### src/rtl/mac_unit_vert_seq.sv
// Self-sequencing vertical bit-serial MAC: loads an activation tile, folds W_BITS
// weight-bit columns MSB first through a two-stage pipeline, then presents the sum.
module mac_unit_vert_seq #(
    parameter int DATA_WIDTH   = 8,
    parameter int VEC_LENGTH   = 16,
    parameter int GROUP_SIZE   = 8,
    parameter int W_BITS       = 8,
    parameter int ACC_WIDTH    = DATA_WIDTH + 16,
    parameter int RESULT_WIDTH = 2 * DATA_WIDTH,
    parameter int SEL_WIDTH    = $clog2(GROUP_SIZE / 2 + 1)
) (
    input  logic                                  clk,
    input  logic                                  reset,
    input  logic                                  act_valid,
    output logic                                  act_ready,
    input  logic signed [DATA_WIDTH-1:0]          act_in [VEC_LENGTH],
    input  logic signed [ACC_WIDTH-1:0]           accum_init,
    input  logic                                  col_valid,
    output logic                                  col_ready,
    input  logic        [SEL_WIDTH-1:0]           col_sel [VEC_LENGTH/2],
    input  logic        [VEC_LENGTH/2-1:0]        col_val,
    input  logic        [VEC_LENGTH/GROUP_SIZE-1:0] col_skip_zero,
    input  logic                                  col_en_mul,
    input  logic signed [2:0]                     col_mul_const,
    input  logic                                  col_shift_mul,
    output logic                                  res_valid,
    input  logic                                  res_ready,
    output logic signed [ACC_WIDTH-1:0]           accum_out,
    output logic signed [RESULT_WIDTH-1:0]        result,
    output logic                                  busy
);

    localparam int NUM_GROUPS = VEC_LENGTH / GROUP_SIZE;
    localparam int HALF       = GROUP_SIZE / 2;
    localparam int GSUM_WIDTH = DATA_WIDTH + $clog2(GROUP_SIZE);
    localparam int CNT_WIDTH  = (W_BITS > 1) ? $clog2(W_BITS) : 1;
    localparam logic signed [ACC_WIDTH-1:0] ACC_ZERO = {ACC_WIDTH{1'b0}};

    typedef enum logic [2:0] {
        ST_IDLE  = 3'd0,
        ST_LOAD  = 3'd1,
        ST_COL   = 3'd2,
        ST_DRAIN = 3'd3,
        ST_DONE  = 3'd4
    } state_t;

    state_t                        state_r;
    logic signed [DATA_WIDTH-1:0]  act_r   [VEC_LENGTH];
    logic signed [GSUM_WIDTH-1:0]  gsum_r  [NUM_GROUPS];
    logic signed [GSUM_WIDTH-1:0]  gsum_s  [NUM_GROUPS];
    logic        [CNT_WIDTH-1:0]   cnt_r;
    logic signed [ACC_WIDTH-1:0]   accum_r;
    logic signed [ACC_WIDTH-1:0]   pipe_term_r;
    logic                          pipe_valid_r;
    logic                          act_ready_r;
    logic                          col_ready_r;
    logic                          res_valid_r;
    logic                          busy_r;

    logic signed [ACC_WIDTH-1:0]   total_s;
    logic signed [ACC_WIDTH-1:0]   gsum_all_s;
    logic signed [ACC_WIDTH-1:0]   signed_total_s;
    logic signed [ACC_WIDTH-1:0]   col_term_s;
    logic signed [ACC_WIDTH-1:0]   mul_base_s;
    logic signed [ACC_WIDTH-1:0]   mul_term_s;
    logic signed [ACC_WIDTH-1:0]   beat_term_s;

    // Group sums of the latched tile; captured into gsum_r during LOAD.
    always_comb begin
        for (int g = 0; g < NUM_GROUPS; g++) begin
            logic signed [GSUM_WIDTH-1:0] sum_v;
            sum_v = {GSUM_WIDTH{1'b0}};
            for (int j = 0; j < GROUP_SIZE; j++) begin
                sum_v = sum_v + GSUM_WIDTH'(act_r[g*GROUP_SIZE + j]);
            end
            gsum_s[g] = sum_v;
        end
    end

    // Column datapath: selector windows, skip-zero complement, sign/shift and multiplier term.
    always_comb begin
        total_s    = ACC_ZERO;
        gsum_all_s = ACC_ZERO;
        for (int g = 0; g < NUM_GROUPS; g++) begin
            logic signed [ACC_WIDTH-1:0] psum_v;
            logic signed [ACC_WIDTH-1:0] gsum_v;
            gsum_v = ACC_WIDTH'(gsum_r[g]);
            psum_v = ACC_ZERO;
            for (int k = 0; k < HALF; k++) begin
                // Offsets beyond HALF match no window position and so contribute nothing.
                for (int sv = 0; sv <= HALF; sv++) begin
                    psum_v = psum_v +
                        ((col_val[g*HALF + k] && (col_sel[g*HALF + k] == SEL_WIDTH'(sv)))
                            ? ACC_WIDTH'(act_r[g*GROUP_SIZE + k + sv]) : ACC_ZERO);
                end
            end
            total_s    = total_s + (col_skip_zero[g] ? psum_v : (gsum_v - psum_v));
            gsum_all_s = gsum_all_s + gsum_v;
        end
        signed_total_s = (cnt_r == CNT_WIDTH'(W_BITS - 1)) ? -total_s : total_s;
        col_term_s     = signed_total_s <<< cnt_r;
        mul_base_s     = col_en_mul ? (gsum_all_s * ACC_WIDTH'(col_mul_const)) : ACC_ZERO;
        mul_term_s     = col_shift_mul ? (mul_base_s <<< 3) : mul_base_s;
        beat_term_s    = col_term_s + mul_term_s;
    end

    // Sequencer FSM, two-stage accumulate pipeline and registered handshake outputs.
    always_ff @(posedge clk) begin
        if (reset) begin
            state_r      <= ST_IDLE;
            cnt_r        <= {CNT_WIDTH{1'b0}};
            accum_r      <= ACC_ZERO;
            pipe_term_r  <= ACC_ZERO;
            pipe_valid_r <= 1'b0;
            act_ready_r  <= 1'b1;
            col_ready_r  <= 1'b0;
            res_valid_r  <= 1'b0;
            busy_r       <= 1'b0;
            for (int i = 0; i < VEC_LENGTH; i++) begin
                act_r[i] <= {DATA_WIDTH{1'b0}};
            end
            for (int g = 0; g < NUM_GROUPS; g++) begin
                gsum_r[g] <= {GSUM_WIDTH{1'b0}};
            end
        end else begin
            pipe_valid_r <= 1'b0;
            if (pipe_valid_r) begin
                accum_r <= accum_r + pipe_term_r;
            end
            case (state_r)
                ST_IDLE: begin
                    if (act_valid && act_ready_r) begin
                        act_r       <= act_in;
                        accum_r     <= accum_init;
                        cnt_r       <= CNT_WIDTH'(W_BITS - 1);
                        state_r     <= ST_LOAD;
                        act_ready_r <= 1'b0;
                        busy_r      <= 1'b1;
                    end
                end
                ST_LOAD: begin
                    gsum_r      <= gsum_s;
                    state_r     <= ST_COL;
                    col_ready_r <= 1'b1;
                end
                ST_COL: begin
                    if (col_valid && col_ready_r) begin
                        pipe_term_r  <= beat_term_s;
                        pipe_valid_r <= 1'b1;
                        if (cnt_r == {CNT_WIDTH{1'b0}}) begin
                            state_r     <= ST_DRAIN;
                            col_ready_r <= 1'b0;
                        end else begin
                            cnt_r <= cnt_r - CNT_WIDTH'(1);
                        end
                    end
                end
                ST_DRAIN: begin
                    // The last term lands in accum_r the cycle after the final beat.
                    if (!pipe_valid_r) begin
                        state_r     <= ST_DONE;
                        res_valid_r <= 1'b1;
                    end
                end
                ST_DONE: begin
                    if (res_ready) begin
                        state_r     <= ST_IDLE;
                        res_valid_r <= 1'b0;
                        act_ready_r <= 1'b1;
                        busy_r      <= 1'b0;
                    end
                end
                default: begin
                    state_r      <= ST_IDLE;
                    pipe_valid_r <= 1'b0;
                    act_ready_r  <= 1'b1;
                    col_ready_r  <= 1'b0;
                    res_valid_r  <= 1'b0;
                    busy_r       <= 1'b0;
                end
            endcase
        end
    end

    assign act_ready = act_ready_r;
    assign col_ready = col_ready_r;
    assign res_valid = res_valid_r;
    assign busy      = busy_r;
    assign accum_out = accum_r;
    assign result    = accum_r[ACC_WIDTH-1 -: RESULT_WIDTH];

endmodule
### config.mk
export PLATFORM = sky130hd
export DESIGN_NAME = mac_unit_vert_seq
export DESIGN_NICKNAME = d
export VERILOG_FILES = /design/src/rtl/mac_unit_vert_seq.sv
export SDC_FILE = /design/constraint.sdc
export NUM_CORES = 1
export LEC_CHECK = 0
export CORE_ASPECT_RATIO = 1.2
export CORE_UTILIZATION = 36
export DETAILED_ROUTE_END_ITERATION = 6
export GPL_TIMING_DRIVEN = 0
export SETUP_SLACK_MARGIN = 0.3
export SLEW_MARGIN = 30
export SYNTH_ARGS = -nofsm -noshare
export SYNTH_HDL_FRONTEND = slang
export SYNTH_SLANG_ARGS = --single-unit
### constraint.sdc
create_clock -name clk -period 16.9 [get_ports clk]
set_input_delay 1.69 -clock clk [delete_from_list [all_inputs] [get_ports clk]]
set_output_delay 1.69 -clock clk [all_outputs]
set_load 0.005 [all_outputs]
==> key figures <==
Floorplan
  • Height of the chip: 323 um
  • FP Rows: 117
  • # IOs: 240
  • Die X: 270 um
  • Die area: 87200 um2
  • Initial core utilization: 36.4%
  • Core area: 85100 um2

Yosys
  • Mapped Cells: 3808
  • Ys flop type: dfxtp_1
  • Asr flop ratio synth: 0%
  • Yosys reg bits: 209
  • Yosys warning count: 0
  • Top cells by area, synth: fa_1 (28%), dfxtp_1 (14%), ha_1 (9.2%)
  • Top cell type's share of synthesized area: 28.4%
  • Number of distinct library cells after synthesis: 84
  • EDFF count, synth: 0
  • Seq/Total Area, Yosys: 13.5%
  • Post-Syn Nets: 4671
  • Syn Area/Cell: 8.13 um2
  • Synth area leader: fa_1
  • Mapped Area: 31000 um2

Setup path
  • Worst setup SP type: input port
  • CP endpoint kind: register
  • Critical Path RT: 17.36 ns
  • Largest delay share family, worst path: compound AO/OA/AOI/OAI gates
  • Crit path DAT: 16.37 ns
  • CP Class: input port to register
  • CP Max Fanout: 8
  • Slowest cell delay on critical path: 0.68 ns
  • Worst path most repeated cell: fa_1
  • Buffers and inverters on the worst path: 4
  • Slowest CP cell: clkdlybuf4s50_1

Place
  • Placed insts: 5173
  • Hpwl dp: 83000 um
  • IO Port Bufs: 234
  • Routability cong.: 0.951
  • DP Worst Slack: -0.569 ns

STA
  • Final setup margin: 0.984 ns
  • Slew Limit Headroom: 40.6%
  • Final Critical Period: 15.92 ns
  • RSZ-0062 raised after global routing: false
  • Min Hold Slack: 0.458 ns
  • Final worst path period share: 94.2%
  • Final setup fails: 0
  • Final Slew Violations: 0
  • Final Skew: 0.0363 ns
  • Final hold violations: 0
  • Worst slew pin tran: 0.891 ns
  • Max Clock Freq: 62.8 MHz

Final layout
  • Layout cell share with drive strength beyond 1: 4.14%
  • Most common cell after layout, fill and taps aside: nand2_1
  • Commonest non-fill, non-tap cells in the layout: nand2_1 (625), inv_1 (579), fa_1 (439)
  • Layout Cells excl Fill: 5233
  • FF/Latch Area: 4180 um2
  • Filler Cells Inserted: 8595
  • Area grow syn2layout: 16.7%
  • Final nets: 4943
  • Multi-input gate area: 24300 um2

Clock tree
  • CTS tree: done
  • Worst-Skew Late Latency: 0.61 ns
  • Num CTS Buffers: 28
  • Clock sink count: 209
  • Clock transition at path regs: 0.06 ns
  • Hold buffer count at CTS: 0
  • Max clock buf depth: 3
  • Clk root buf: clkbuf_16
  • H-tree depth: 1

Job
  • Max_cap viols: 0

Global route
  • Grt total ovfl: 0
  • Overall Global Routing Usage: 21.9%
  • Vias in the first global route: 26600
  • First-pass GRT wire length: 148000 um
  • Initial antenna violation count: 4
  • Largest net degree at the start of global routing: 18

Routing
  • First-pass DRT Iterations: 5
  • Initial drt markers: 1468
  • Wire per inst: 18.4 um
  • Vias per cell: 5.07
  • # DRC: 0
  • Final ANT Viol Nets: 0
  • Detailed Route WL: 96400 um
  • Via count: 26600

Min path
  • Min-delay worst type: register to register

Status
  • Outcome: finished, final reports clean
-- worst register-to-register path: cells and delay by family (launching register included) --
kind	cells	cell delay [ns]
AO/OA/AOI/OAI	24	5.73
adder cells (fa/ha/maj)	11	4.55
AND/OR/NAND/NOR	10	2.26
XOR/XNOR	3	0.46
flip-flops	1	0.41
multiplexers	2	0.38
buffers and inverters	5	0.34
-- state kept, by name, indices dropped and copies added, names as in the netlist, 3 cells and up --
name and flops:
accum_out 24, gsum_r 22, pipe_term_r 24, cnt_r 3, state_r 3, act_r 128
-- path summary, 6_finish.rpt --
check	start	to	slack [ns]	cells after the start
worst max register to register	act_r[97]$_SDFFE_PP0P_	pipe_term_r[23]$_SDFFE_PP0P_	2.65	55
worst max-delay path	col_sel[16]	pipe_term_r[23]$_SDFFE_PP0P_	0.98	56
worst min-delay path	act_r[61]$_SDFFE_PP0P_	act_r[61]$_SDFFE_PP0P_	0.46	2
worst min register to register	act_r[61]$_SDFFE_PP0P_	act_r[61]$_SDFFE_PP0P_	0.46	2
-- kinds of logic after synthesis --
| kind of cell | after synthesis | synth area share (%) |
|---|---|---|
| adder cells (fa/ha/maj) | 667 | 37.6 |
| AO/OA/AOI/OAI | 723 | 14.5 |
| XOR/XNOR | 165 | 4.71 |
| buffers and inverters | 723 | 9.01 |
| multiplexers | 52 | 1.78 |
| AND/OR/NAND/NOR | 1269 | 18.9 |
| flip-flops | 209 | 13.5 |
-- Yosys cell counts, types with 17 or more instances --
library cell    n
o21a_1         17
fa_1          439
nor2_1        174
nand2_1       625
o21ai_0        93
nand2b_1       44
a21oi_1       345
xnor2_1       103
ha_1          228
and2_1        139
a21o_1         53
dfxtp_1       209
a211oi_1       40
inv_1         579
a31oi_1        21
xor2_1         61
nand3_1        66
and3_1         18
clkbuf_1      111
nor3_1         71
o21bai_1       34
nor2b_1        22
or3_1          19
nor4_1         29
mux2i_1        36
-- what timing repair did --
action | CTS | global route
setup buffers | 0 | 7
pin swaps | 0 | 2
hold endpoints to repair | 0 | 0
endpoints found under the setup margin | 1 | 2
gates resized for setup | 3 | 27
-- metal layers --
metal	vias up	global-route usage, %	share of wire (%)
li1	12900	-	-
met1	12800	25.2	39
met2	632	40.2	51
met3	208	2.57	4.5
met4	8	10.5	5.2
met5	-	0	0.066
-- area by class of cell --
cell class,count,area share (%)
Timing Repair Buffer,242,6.74
Antenna cell,1,0.00692
Buffer,142,1.70
Multi-Input combinational cell,2876,67.1
Clock inverter,18,0.755
Tap cell,1130,3.91
Inverter,581,6.03
Sequential cell,209,11.6
Clock buffer,34,2.14
-- stage by stage --
stage	TNS (ns)	util (%)	instance area, um2
6_report	0	42.5	36200
5_1_grt	0	42.5	36100
4_1_cts	0	42.2	35900
3_5_place_dp	-0.569	41.0	34800
3_3_place_gp	-0.690	40.8	34700
2_1_floorplan	0	-	31000
Power is left out: the tool's default activity adds up to more than one toggle a clock period on the data nets, which glitch-free logic cannot reach.
